## src/rtl/ball_mover.sv

```systemverilog
// ball_mover: tilt-driven ball position engine with map-ROM wall checks; optional hit counter under BALL_HIT_CNT_EN.
// Phase accumulators raise per-axis pending steps; the FSM checks bounds locally and then queries the map ROM.
module ball_mover #(
  parameter int unsigned POS_WIDTH = 8,
  parameter int unsigned MAG_WIDTH = 8,
  parameter int unsigned ACC_WIDTH = 20,
  parameter int unsigned X_MAX     = 159,
  parameter int unsigned Y_MAX     = 119,
  parameter int unsigned X_INIT    = 0,
  parameter int unsigned Y_INIT    = 0
) (
  input  logic                 clk,
  input  logic                 reset,
  input  logic                 x_increment,
  input  logic                 x_decrement,
  input  logic                 y_increment,
  input  logic                 y_decrement,
  input  logic [MAG_WIDTH-1:0] x_threshold,
  input  logic [MAG_WIDTH-1:0] y_threshold,
  output logic                 map_req,
  output logic [POS_WIDTH-1:0] map_x,
  output logic [POS_WIDTH-1:0] map_y,
  input  logic                 map_ack,
  input  logic                 map_blocked,
  output logic [POS_WIDTH-1:0] x_out,
  output logic [POS_WIDTH-1:0] y_out,
  output logic                 hit,
  output logic                 busy,
  output logic [15:0]          hit_count
);

  typedef enum logic [1:0] {IDLE, QUERY_X, QUERY_Y} state_t;

  localparam int unsigned SUM_W = ((ACC_WIDTH > MAG_WIDTH) ? ACC_WIDTH : MAG_WIDTH) + 1;
  localparam logic [POS_WIDTH-1:0] X_LIM = POS_WIDTH'(X_MAX);
  localparam logic [POS_WIDTH-1:0] Y_LIM = POS_WIDTH'(Y_MAX);

  state_t                 state_q, state_d;
  logic [ACC_WIDTH-1:0]   acc_x_q, acc_x_d, acc_y_q, acc_y_d;
  logic                   pend_x_q, pend_x_d, pend_y_q, pend_y_d;
  logic                   dir_x_q, dir_x_d, dir_y_q, dir_y_d;
  logic                   rr_q, rr_d;
  logic [POS_WIDTH-1:0]   x_q, x_d, y_q, y_d;
  logic [POS_WIDTH-1:0]   mx_q, mx_d, my_q, my_d;
  logic                   hit_q, hit_d;

  logic                   x_act, y_act, carry_x, carry_y, clr_x, clr_y;
  logic                   sel_x, sel_y, x_oob, y_oob;
  logic [SUM_W-1:0]       sum_x, sum_y;
  logic [POS_WIDTH-1:0]   cand_x, cand_y;

  // {inc,dec} of 10 or 01 is active; 00 and 11 park the accumulator at zero.
  assign x_act = x_increment ^ x_decrement;
  assign y_act = y_increment ^ y_decrement;
  assign sum_x = {{(SUM_W-ACC_WIDTH){1'b0}}, acc_x_q} + {{(SUM_W-MAG_WIDTH){1'b0}}, x_threshold};
  assign sum_y = {{(SUM_W-ACC_WIDTH){1'b0}}, acc_y_q} + {{(SUM_W-MAG_WIDTH){1'b0}}, y_threshold};
  assign carry_x = x_act & (|sum_x[SUM_W-1:ACC_WIDTH]);
  assign carry_y = y_act & (|sum_y[SUM_W-1:ACC_WIDTH]);
  assign acc_x_d = x_act ? sum_x[ACC_WIDTH-1:0] : '0;
  assign acc_y_d = y_act ? sum_y[ACC_WIDTH-1:0] : '0;

  assign cand_x = dir_x_q ? x_q + 1'b1 : x_q - 1'b1;
  assign cand_y = dir_y_q ? y_q + 1'b1 : y_q - 1'b1;
  assign x_oob  = dir_x_q ? (x_q == X_LIM) : (x_q == '0);
  assign y_oob  = dir_y_q ? (y_q == Y_LIM) : (y_q == '0);

  // rr_q=1 means Y gets first look after an X step was serviced.
  assign sel_y = pend_y_q & (rr_q | ~pend_x_q);
  assign sel_x = pend_x_q & ~sel_y;

  always_comb begin
    state_d = state_q;
    x_d     = x_q;
    y_d     = y_q;
    mx_d    = mx_q;
    my_d    = my_q;
    rr_d    = rr_q;
    hit_d   = 1'b0;
    clr_x   = 1'b0;
    clr_y   = 1'b0;
    case (state_q)
      IDLE: begin
        if (sel_x) begin
          rr_d = 1'b1;
          if (x_oob) begin
            hit_d = 1'b1;
            clr_x = 1'b1;
          end else begin
            state_d = QUERY_X;
            mx_d    = cand_x;
            my_d    = y_q;
          end
        end else if (sel_y) begin
          rr_d = 1'b0;
          if (y_oob) begin
            hit_d = 1'b1;
            clr_y = 1'b1;
          end else begin
            state_d = QUERY_Y;
            mx_d    = x_q;
            my_d    = cand_y;
          end
        end
      end
      QUERY_X: begin
        if (map_ack) begin
          if (map_blocked) hit_d = 1'b1;
          else             x_d   = mx_q;
          clr_x   = 1'b1;
          state_d = IDLE;
        end
      end
      QUERY_Y: begin
        if (map_ack) begin
          if (map_blocked) hit_d = 1'b1;
          else             y_d   = my_q;
          clr_y   = 1'b1;
          state_d = IDLE;
        end
      end
      default: state_d = IDLE;
    endcase
  end

  // A carry arriving while the flag is set (even on its clearing cycle) is dropped.
  assign pend_x_d = clr_x ? 1'b0 : (pend_x_q | carry_x);
  assign pend_y_d = clr_y ? 1'b0 : (pend_y_q | carry_y);
  assign dir_x_d  = (!pend_x_q && carry_x) ? x_increment : dir_x_q;
  assign dir_y_d  = (!pend_y_q && carry_y) ? y_increment : dir_y_q;

  always_ff @(posedge clk) begin
    if (!reset) begin
      state_q  <= IDLE;
      acc_x_q  <= '0;
      acc_y_q  <= '0;
      pend_x_q <= 1'b0;
      pend_y_q <= 1'b0;
      dir_x_q  <= 1'b0;
      dir_y_q  <= 1'b0;
      rr_q     <= 1'b0;
      x_q      <= POS_WIDTH'(X_INIT);
      y_q      <= POS_WIDTH'(Y_INIT);
      mx_q     <= '0;
      my_q     <= '0;
      hit_q    <= 1'b0;
    end else begin
      state_q  <= state_d;
      acc_x_q  <= acc_x_d;
      acc_y_q  <= acc_y_d;
      pend_x_q <= pend_x_d;
      pend_y_q <= pend_y_d;
      dir_x_q  <= dir_x_d;
      dir_y_q  <= dir_y_d;
      rr_q     <= rr_d;
      x_q      <= x_d;
      y_q      <= y_d;
      mx_q     <= mx_d;
      my_q     <= my_d;
      hit_q    <= hit_d;
    end
  end

`ifdef BALL_HIT_CNT_EN
  logic [15:0] cnt_q, cnt_d;
  assign cnt_d = (hit_d && cnt_q != 16'hFFFF) ? cnt_q + 16'd1 : cnt_q;
  always_ff @(posedge clk) begin
    if (!reset) cnt_q <= '0;
    else        cnt_q <= cnt_d;
  end
  assign hit_count = cnt_q;
`else
  assign hit_count = 16'h0000;
`endif

  assign map_req = (state_q != IDLE);
  assign busy    = (state_q != IDLE);
  assign map_x   = mx_q;
  assign map_y   = my_q;
  assign x_out   = x_q;
  assign y_out   = y_q;
  assign hit     = hit_q;

endmodule

```

## config.mk

```make
export PLATFORM = sky130hd
export DESIGN_NAME = ball_mover
export DESIGN_NICKNAME = d
export VERILOG_FILES = /design/src/rtl/ball_mover.sv
export SDC_FILE = /design/constraint.sdc
export NUM_CORES = 1
export LEC_CHECK = 0
export CORE_UTILIZATION = 40
export DETAILED_ROUTE_END_ITERATION = 8
export PLACE_DENSITY_LB_ADDON = 0.2
export SETUP_SLACK_MARGIN = 0.1
export SYNTH_ARGS = -nofsm -noshare
export SYNTH_HDL_FRONTEND = slang
export SYNTH_SLANG_ARGS = --single-unit
```

## constraint.sdc

```tcl
create_clock -name clk -period 3.1 [get_ports clk]
set_clock_uncertainty 0.2 [all_clocks]
set_input_delay 0.62 -clock clk [delete_from_list [all_inputs] [get_ports clk]]
set_output_delay 0.62 -clock clk [all_outputs]
set_load 0.005 [all_outputs]
```

==> impl_metrics.env, run 1 <==
export IMPL_grtUsageTotal=0.197
export IMPL_drv_cap=0
export IMPL_antenna_cells=0
export IMPL_root_buffer="clkbuf_16"
export IMPL_fmax_mhz=358
export IMPL_grt_pass1_wl_um=18600
export IMPL_worst_slew_pin_slew_ps=802
export IMPL_cts_max_level=3
export IMPL_antenna_found_initial=0
export IMPL_min_period_over_period=0.900
export IMPL_ys_ff_latch=80
export IMPL_placed_cells=751
export IMPL_die_area_um2=12000
export IMPL_hold_slack_ps=284
export IMPL_cts_num_sinks=80
export IMPL_yosysTopAreaCell="dfxtp_1"
export IMPL_rsz0062_at_grt="no"
export IMPL_hold_violations=0
export IMPL_drtAntennaViolNets=0
export IMPL_cp_required_ps=3090
export IMPL_ys_flop_type="dfxtp_1"
export IMPL_num_vias=4097
export IMPL_wl_um=11200
export IMPL_ir_worst_vdd_uv=300
export IMPL_detailroute_wirelength_met2_um=5370
export IMPL_drive_gt1_frac=0.0720
export IMPL_synth_cell_type_count=60
export IMPL_die_w_um=109
export IMPL_fillers=1063
export IMPL_synth_top_area_share=0.347
export IMPL_fin_nets=682
export IMPL_wirelength_met1_um=5110
export IMPL_worstSetupEndpointType="flop"
export IMPL_cts_clk_slew_worst_paths_ps=60
export IMPL_wl_per_cell_um=14.6
export IMPL_grt_max_degree=29
export IMPL_crit_type="in2reg"
export IMPL_hold_class="reg2reg"
export IMPL_status="complete, no violations"
export IMPL_path_max_fanout=4
export IMPL_place_congestion=0.791
export IMPL_stdcell_count=765
export IMPL_clock_path_buffers=2
export IMPL_rows=38
export IMPL_hpwl_um=7970
export IMPL_power_density_nw_per_um2=414
export IMPL_die_height_um=109
export IMPL_reg2reg_slack_ps=620
export IMPL_io_buffers=58
export IMPL_viasPerCell=5.36
export IMPL_leakage_nw=2.15
export IMPL_core_area_um2=11000
export IMPL_finalSetupViolCount=0
export IMPL_synthCells=553
export IMPL_wl_met3_um=537
export IMPL_area_growth_pct=22.5
export IMPL_clk_insertion_delay_late_ps=330
export IMPL_final_setup_tns_ps=0
export IMPL_arrival_ps=2780
export IMPL_syn_cell_area_um2=4620
export IMPL_top_layer="met4"
export IMPL_first_iter_violations=175
export IMPL_synthTopCellsByArea="dfxtp_1, ha_1, nand2_1"
export IMPL_synth_edf_count=0
export IMPL_seq_area_frac_synth=0.347
export IMPL_route_detailed_drc=0
export IMPL_worstSetupStartpointType="input port"
export IMPL_relSlewSlack=0.465
export IMPL_ys_async_sr_fraction=0
export IMPL_ios=75
export IMPL_yosysWarningCount=0
export IMPL_cts_buffers=9
export IMPL_cts_tree="yes"
export IMPL_fin_crit_ps=2790
export IMPL_drt_first_pass_iters=4
export IMPL_grt_pass1_vias=4103
export IMPL_initial_core_util=0.419
export IMPL_syn_avg_cell_area_um2=8.35
export IMPL_overflow=0
export IMPL_slew_viol_final=0
-- metrics by stage --
stage                     area (um^2)  utilization  setup WS (ps)  total power, mW
final                            5660        0.513            309             2.34
after global routing             5660        0.513            130             2.44
after CTS                        5660        0.513            281             2.36
after detailed placement         5380        0.488          -63.2             1.36
after global placement           5380        0.488          -8.52             1.36
after floorplan                  4670            -            418             1.27
-- layout by cell type, fill, tap and decap left out, types with 3 or more instances in the layout --
master | Yosys | layout
clkbuf_16 | 0 | 9
nor2b_1 | 4 | 4
nand2b_1 | 4 | 4
a21o_1 | 5 | 5
and2_1 | 6 | 6
a31oi_1 | 6 | 6
a211oi_2 | 3 | 3
ha_1 | 32 | 32
nand2_1 | 64 | 64
buf_4 | 17 | 19
nand3_1 | 30 | 30
mux2i_1 | 3 | 3
dfxtp_1 | 80 | 80
o21ai_0 | 34 | 33
and4_1 | 5 | 5
conb_1 | 1 | 16
a311oi_1 | 4 | 4
o21bai_1 | 3 | 3
fa_1 | 4 | 4
clkdlybuf4s50_1 | 0 | 58
a211oi_1 | 6 | 6
a21oi_1 | 40 | 40
nand4_1 | 8 | 8
and3_1 | 8 | 8
xor2_1 | 15 | 15
or3_1 | 8 | 8
o31ai_2 | 3 | 3
nor3_1 | 9 | 9
o211ai_1 | 4 | 4
clkbuf_8 | 0 | 3
inv_1 | 20 | 20
o21a_1 | 4 | 4
nor4_1 | 4 | 4
nor2_1 | 48 | 48
xnor2_1 | 24 | 24
-- flip-flops by register name, summed over array words and instances (netlist names) --
signal,flops
acc_y_q,20
hit,1
acc_x_q,20
y_out,8
map_x,8
dir_x_q,1
pend_x_q,1
dir_y_q,1
x_out,8
map_y,8
pend_y_q,1
state_q,2
rr_q,1
-- power by group --
part	leakage [nW]	total (mW)	internal, mW	switching, mW
clock	0.135	1.00	0.600	0.399
sequential	0.647	1.06	1.05	0.00758
combinational	1.37	0.284	0.128	0.156
total	2.15	2.34	1.78	0.563
-- synthesized netlist by cell type, drive strengths merged (2+ instances only) --
master and count:
a31oi 7, xnor2 24, dfxtp 80, o21bai 3
a2111oi 2, fa 4, nor4 4, and4 5
a211oi 9, ha 32, and2 6, xor2 15
clkbuf 13, o211ai 4, nor2 48, a311oi 5
o31ai 4, inv 20, a21boi 3, a31o 2
o21a 4, buf 21, nand4 8, a21o 5
nor3 10, a211o 2, or3 8, nand2 64
nor2b 4, nand2b 4, o21ai 34, or4 2
and3 8, o2111ai 2, a21oi 41, nand3 30
mux2i 3
-- final cells by class --
type / count / area [um^2] / share of cell area
Inverter: 20 / 75.1 / 0.0133
Timing Repair Buffer: 77 / 723 / 0.128
Multi-Input combinational cell: 434 / 2810 / 0.496
Clock buffer: 14 / 274 / 0.0484
Tap cell: 140 / 175 / 0.0310
Sequential cell: 80 / 1600 / 0.283
-- metal layers --
layer / vias to the layer above / global-route usage
li1: 2075 / -
met1: 1932 / 0.228
met2: 74 / 0.343
met3: 16 / 0.0545
met4: 0 / 0.0800
met5: - / 0
-- cells by family after synthesis --
| family | synth area share |
|---|---|
| other | 0.000812 |
| AND/OR/NAND/NOR | 0.212 |
| flip-flops | 0.347 |
| adder cells (fa/ha/maj) | 0.104 |
| multiplexers | 0.00650 |
| buffers and inverters | 0.0612 |
| AO/OA/AOI/OAI | 0.195 |
| XOR/XNOR | 0.0740 |
-- what timing repair did --
| action | in CTS | in global routing |
|---|---|---|
| hold buffers | 0 | 0 |
| setup endpoints to repair | 0 | 2 |
| buffers inserted | 0 | 0 |
| gates resized for setup | 0 | 1 |
-- worst max-delay path, stage by stage --
cell and delay (ps):
clkdlybuf4s50_1 460, ha_1 160, inv_1 50, fa_1 370, and2b_1 220, o21ai_1 70
a21boi_1 180, buf_4 160, o31ai_2 80, buf_4 160, o21ai_0 150, a21oi_1 90
-- worst paths after layout --
check,from,endpoint,cells past startpoint
setup / recovery,y_threshold[0],acc_y_q[14],12
hold / removal,rr_q,rr_q,2
setup reg to reg,dir_y_q,map_y[7],8
hold reg to reg,rr_q,rr_q,2
(Power assumes the default switching activity.)
==> inputs of run 2 (changes only) <==
--- a/config.mk
+++ b/config.mk
@@ -6,9 +6,10 @@
 export NUM_CORES = 1
 export LEC_CHECK = 0
 export CORE_UTILIZATION = 40
+export CTS_BUF_LIST = sky130_fd_sc_hd__clkbuf_16
 export DETAILED_ROUTE_END_ITERATION = 8
 export PLACE_DENSITY_LB_ADDON = 0.2
-export SETUP_SLACK_MARGIN = 0.1
+export SETUP_SLACK_MARGIN = 0.15
 export SYNTH_ARGS = -nofsm -noshare
 export SYNTH_HDL_FRONTEND = slang
 export SYNTH_SLANG_ARGS = --single-unit
==> constraint.sdc (replaced) <==
create_clock -name clk -period 2.8 [get_ports clk]
set_clock_uncertainty 0.2 [all_clocks]
set_input_delay 0.56 -clock clk [delete_from_list [all_inputs] [get_ports clk]]
set_output_delay 0.56 -clock clk [all_outputs]
set_load 0.005 [all_outputs]
==> impl_metrics.env, run 2 (synthesized netlist as in run 1, its figures left out) <==
export IMPL_max_stage_delay_ps=470
export IMPL_layout_setup_ws_ps=176
export IMPL_drive_gt1_frac=0.106
export IMPL_antenna_found_initial=0
export IMPL_drt_first_pass_iters=4
export IMPL_fin_crit_ps=2620
export IMPL_crit_type="in2reg"
export IMPL_overflow=0
export IMPL_slew_viol_final=0
export IMPL_arrival_ps=2690
export IMPL_core_area_um2=11000
export IMPL_wl_per_cell_um=14.0
export IMPL_die_w_um=109
export IMPL_area_growth_pct=25.3
export IMPL_viasPerCell=5.27
export IMPL_cts_buffers=9
export IMPL_root_buffer="clkbuf_16"
export IMPL_initial_core_util=0.419
export IMPL_slowest_stage="clkdlybuf4s50_1"
export IMPL_worstSetupStartpointType="input port"
export IMPL_die_area_um2=12000
export IMPL_finalSetupViolCount=0
export IMPL_min_period_over_period=0.937
export IMPL_path_max_fanout=4
export IMPL_clock_path_buffers=2
export IMPL_grt_pass1_wl_um=18700
export IMPL_hold_violations=0
export IMPL_io_buffers=58
export IMPL_worst_slew_pin_slew_ps=753
export IMPL_die_height_um=109
export IMPL_rows=38
export IMPL_status="complete, no violations"
export IMPL_cp_cell_sequence="clkdlybuf4s50_1 -> inv_1 -> fa_2 -> and2b_1 -> o21ai_2 -> a21boi_1 -> buf_4 -> o31ai_2 -> or3_1 -> a21oi_2"
export IMPL_antenna_cells=0
export IMPL_place_congestion=0.828
export IMPL_fin_nets=698
export IMPL_dp_slack_ps=-300
export IMPL_cts_hold_buf=0
export IMPL_grt_max_degree=29
export IMPL_rsz0062_at_grt="yes"
export IMPL_num_vias=4124
export IMPL_grtUsageTotal=0.197
export IMPL_route_detailed_drc=0
export IMPL_layout_common_cells="dfxtp_1, nand2_1, clkdlybuf4s50_1"
export IMPL_cts_num_sinks=80
export IMPL_hpwl_um=7830
export IMPL_fmax_mhz=381
export IMPL_first_iter_violations=174
export IMPL_relSlewSlack=0.498
export IMPL_cts_tree="yes"
export IMPL_final_common_cell="dfxtp_1"
export IMPL_cp_required_ps=2870
export IMPL_worstSetupEndpointType="flop"
export IMPL_cts_max_level=3
export IMPL_reg_largest_list="acc_x_q: 20 flops, acc_y_q: 20 flops"
export IMPL_cts_clk_slew_worst_paths_ps=50
export IMPL_drtAntennaViolNets=0
export IMPL_clk_insertion_delay_late_ps=340
export IMPL_wl_um=11000
export IMPL_leakage_nw=2.25
export IMPL_power_mw=2.54
export IMPL_hold_class="reg2reg"
export IMPL_drv_cap=0
export IMPL_grt_pass1_vias=4040
export IMPL_power_density_nw_per_um2=439
export IMPL_ir_worst_vdd_uv=324
export IMPL_ios=75
-- run 2: cell types whose count changed in the layout (fill, tap and decap cells not counted), moves of 3 or more --
cell,before,now
clkbuf_8,3,0
a21oi_1,40,36
a21oi_2,1,5
buf_4,19,35
o21ai_0,33,30
-- run 2: cell type report --
| type | instances | area, um^2 |
|---|---|---|
| multi-input cells | 434 | 2840 |
| fillers | 1079 | 5250 |
| clock inverters | 6 | 22.5 |
| flip-flops and latches | 80 | 1600 |
| well taps | 140 | 175 |
| repair buffers | 93 | 846 |
| inverters | 20 | 75.1 |
| clock buffers | 9 | 225 |
-- run 2: metal layers --
metal,global-route usage,share of wire,vias up
met5,0,0,-
met4,0.0600,0.0095,0
met3,0.0510,0.040,7
met2,0.341,0.49,68
met1,0.240,0.46,1944
li1,-,-,2105
-- run 2: path summary, 6_finish.rpt --
| path | start | to | slack [ps] | depth (start not counted) |
|---|---|---|---|---|
| worst min register to register | map_y[0] | y_out[0] | 290 | 2 |
| worst max-delay path | y_threshold[1] | acc_y_q[14] | 180 | 10 |
| worst max register to register | dir_x_q | map_x[7] | 380 | 8 |
| worst min-delay path | map_y[0] | y_out[0] | 290 | 2 |
-- run 2: report_power, final --
group / leakage [nW] / switching, mW / internal (mW)
Clock: 0.135 / 0.440 / 0.576
Sequential: 0.647 / 0.00864 / 1.16
Combinational: 1.46 / 0.183 / 0.171
Total: 2.25 / 0.632 / 1.91
-- run 2: per-stage QoR --
step | utilization | instances | TNS [ps] | hold WS, ps | area [um^2]
2_1_floorplan | - | 568 | 0 | 253 | 4670
3_3_place_gp | 0.498 | 765 | -2480 | 267 | 5490
3_5_place_dp | 0.498 | 765 | -3250 | 279 | 5490
4_1_cts | 0.521 | 781 | 0 | 291 | 5750
5_1_grt | 0.524 | 782 | 0 | 319 | 5780
6_report | 0.524 | 782 | 0 | 289 | 5780
-- run 2: critical path, delay by kind of cell --
family | cells | cell delay, ps
simple gates | 2 | 590
fa+ha+maj | 1 | 380
compound gates | 4 | 480
buf+inv | 3 | 690
-- run 2: repair_timing --
action,in CTS,in global routing
gates resized for setup,5,11
pin swaps,4,6
setup buffers,1,1
endpoints found under the setup margin,8,18
==> inputs of run 3 (changes only) <==
--- a/config.mk
+++ b/config.mk
@@ -10,6 +10,7 @@
 export DETAILED_ROUTE_END_ITERATION = 8
 export PLACE_DENSITY_LB_ADDON = 0.2
 export SETUP_SLACK_MARGIN = 0.15
+export SKIP_CTS_REPAIR_TIMING = 1
 export SYNTH_ARGS = -nofsm -noshare
 export SYNTH_HDL_FRONTEND = slang
 export SYNTH_SLANG_ARGS = --single-unit
==> constraint.sdc (replaced) <==
create_clock -name clk -period 2.8 [get_ports clk]
set_clock_uncertainty 0.2 [all_clocks]
set_input_delay 0.56 -clock clk [delete_from_list [all_inputs] [get_ports clk]]
set_output_delay 0.56 -clock clk [all_outputs]
set_load 0.1 [all_outputs]
==> impl_metrics.env, run 3 (synthesized netlist as in run 1, its figures left out) <==
export IMPL_holdPathStages=2
export IMPL_grt_pass1_wl_um=19100
export IMPL_fmax_mhz=388
export IMPL_area_growth_pct=25.2
export IMPL_cts_max_level=3
export IMPL_arrival_ps=2600
export IMPL_leakage_nw=2.34
export IMPL_cts_clk_slew_worst_paths_ps=60
export IMPL_final_setup_tns_ps=0
export IMPL_grt_pass1_vias=4243
export IMPL_worstSetupStartpointType="input port"
export IMPL_reg2reg_to="map_x[7]"
export IMPL_placed_cells=763
export IMPL_rows=38
export IMPL_stdcell_area_um2=5780
export IMPL_finalSetupViolCount=0
export IMPL_num_vias=4253
export IMPL_route_detailed_drc=0
export IMPL_hpwl_um=8120
export IMPL_power_density_nw_per_um2=476
export IMPL_die_area_um2=12000
export IMPL_drtAntennaViolNets=0
export IMPL_viasPerCell=5.45
export IMPL_fin_nets=696
export IMPL_first_iter_violations=194
export IMPL_crit_start="x_threshold[5]"
export IMPL_path_max_fanout=6
export IMPL_io_buffers=58
export IMPL_rsz0062_at_grt="yes"
export IMPL_die_height_um=109
export IMPL_overflow=0
export IMPL_drt_first_pass_iters=4
export IMPL_rr_worst_depth=8
export IMPL_cts_tree="yes"
export IMPL_layout_common_cells="dfxtp_1, buf_4, nand2_1"
export IMPL_final_common_cell="dfxtp_1"
export IMPL_wl_um=11600
export IMPL_worstSetupEndpointType="flop"
export IMPL_die_w_um=109
export IMPL_wl_per_cell_um=14.9
export IMPL_antenna_found_initial=0
export IMPL_clk_insertion_delay_late_ps=340
export IMPL_initial_core_util=0.419
export IMPL_min_period_over_period=0.921
export IMPL_core_area_um2=11000
export IMPL_relSlewSlack=0.444
export IMPL_grt_max_degree=30
export IMPL_cts_buffers=9
export IMPL_cts_num_sinks=80
export IMPL_stdcell_count=781
export IMPL_grtUsageTotal=0.202
export IMPL_drv_cap=0
export IMPL_root_buffer="clkbuf_16"
export IMPL_place_congestion=0.803
export IMPL_hold_violations=0
export IMPL_fin_crit_ps=2580
export IMPL_drive_gt1_frac=0.175
export IMPL_cp_required_ps=2820
export IMPL_reg2reg_from="dir_x_q"
export IMPL_crit_type="in2reg"
export IMPL_slew_viol_final=0
export IMPL_reg_largest_list="acc_x_q: 20 flops, acc_y_q: 20 flops"
export IMPL_ir_worst_vdd_uv=337
export IMPL_ios=75
export IMPL_power_mw=2.75
export IMPL_place_area_um2=5420
export IMPL_status="complete, no violations"
export IMPL_antenna_cells=0
export IMPL_clock_path_buffers=2
export IMPL_hold_class="reg2reg"
export IMPL_reg2reg_slack_ps=320
export IMPL_setup_worst_path_end="acc_x_q[13]"
export IMPL_worst_slew_pin_slew_ps=833
==> run 3: changes by cell type in the layout (fill, tap and decap cells not counted), sizes merged <==
cell,delta
buf,+32
bufinv,+1
clkdlybuf4s50,-36
clkinv,+2
dlymetal6s2s,+1
inv,-2
o32ai,+1
==> run 3: where the power goes <==
group	switching, mW	internal, mW	leakage (nW)
Clock	0.459	0.675	0.147
Combinational	0.276	0.170	1.55
Sequential	0.00893	1.16	0.650
==> run 3: worst min path at each step <==
stage / start / to / slack, ps
after CTS: map_x[3] / x_out[3] / 280
after global routing: map_y[7] / y_out[7] / 310
after floorplan: rr_q / rr_q / 250
final: map_x[6] / x_out[6] / 280
after global placement: map_x[2] / x_out[2] / 260
after detailed placement: map_x[3] / x_out[3] / 270
==> run 3: per-layer routing <==
layer  up-vias  GRT usage  wire (um)
met1      2035      0.235       5120
met3        16     0.0427        565
met4         0     0.0762        179
met2        92      0.362       5760
met5         -          0          0
li1       2110          -          -
==> run 3: area by class of cell <==
cell class | count | area (um^2)
Clock buffer | 9 | 225
Clock inverter | 7 | 55.1
Fill cell | 1068 | 5250
Inverter | 20 | 75.1
Multi-Input combinational cell | 435 | 2880
Sequential cell | 80 | 1610
Tap cell | 140 | 175
Timing Repair Buffer | 90 | 763
==> run 3: through the flow <==
stage / setup WS, ps / utilization / hold WS (ps)
6_report: 222 / 0.524 / 282
5_1_grt: 91.8 / 0.524 / 313
4_1_cts: 20.6 / 0.517 / 280
3_5_place_dp: -313 / 0.491 / 273
3_3_place_gp: -248 / 0.491 / 258
2_1_floorplan: 136 / - / 253
==> run 3: critical path, cell delays in order <==
cell,delay [ps]
clkdlybuf4s50_1,400
ha_1,310
or3_1,420
a31oi_2,350
nor2_1,190
nand4_1,150
xor2_1,160
nor2_1,60
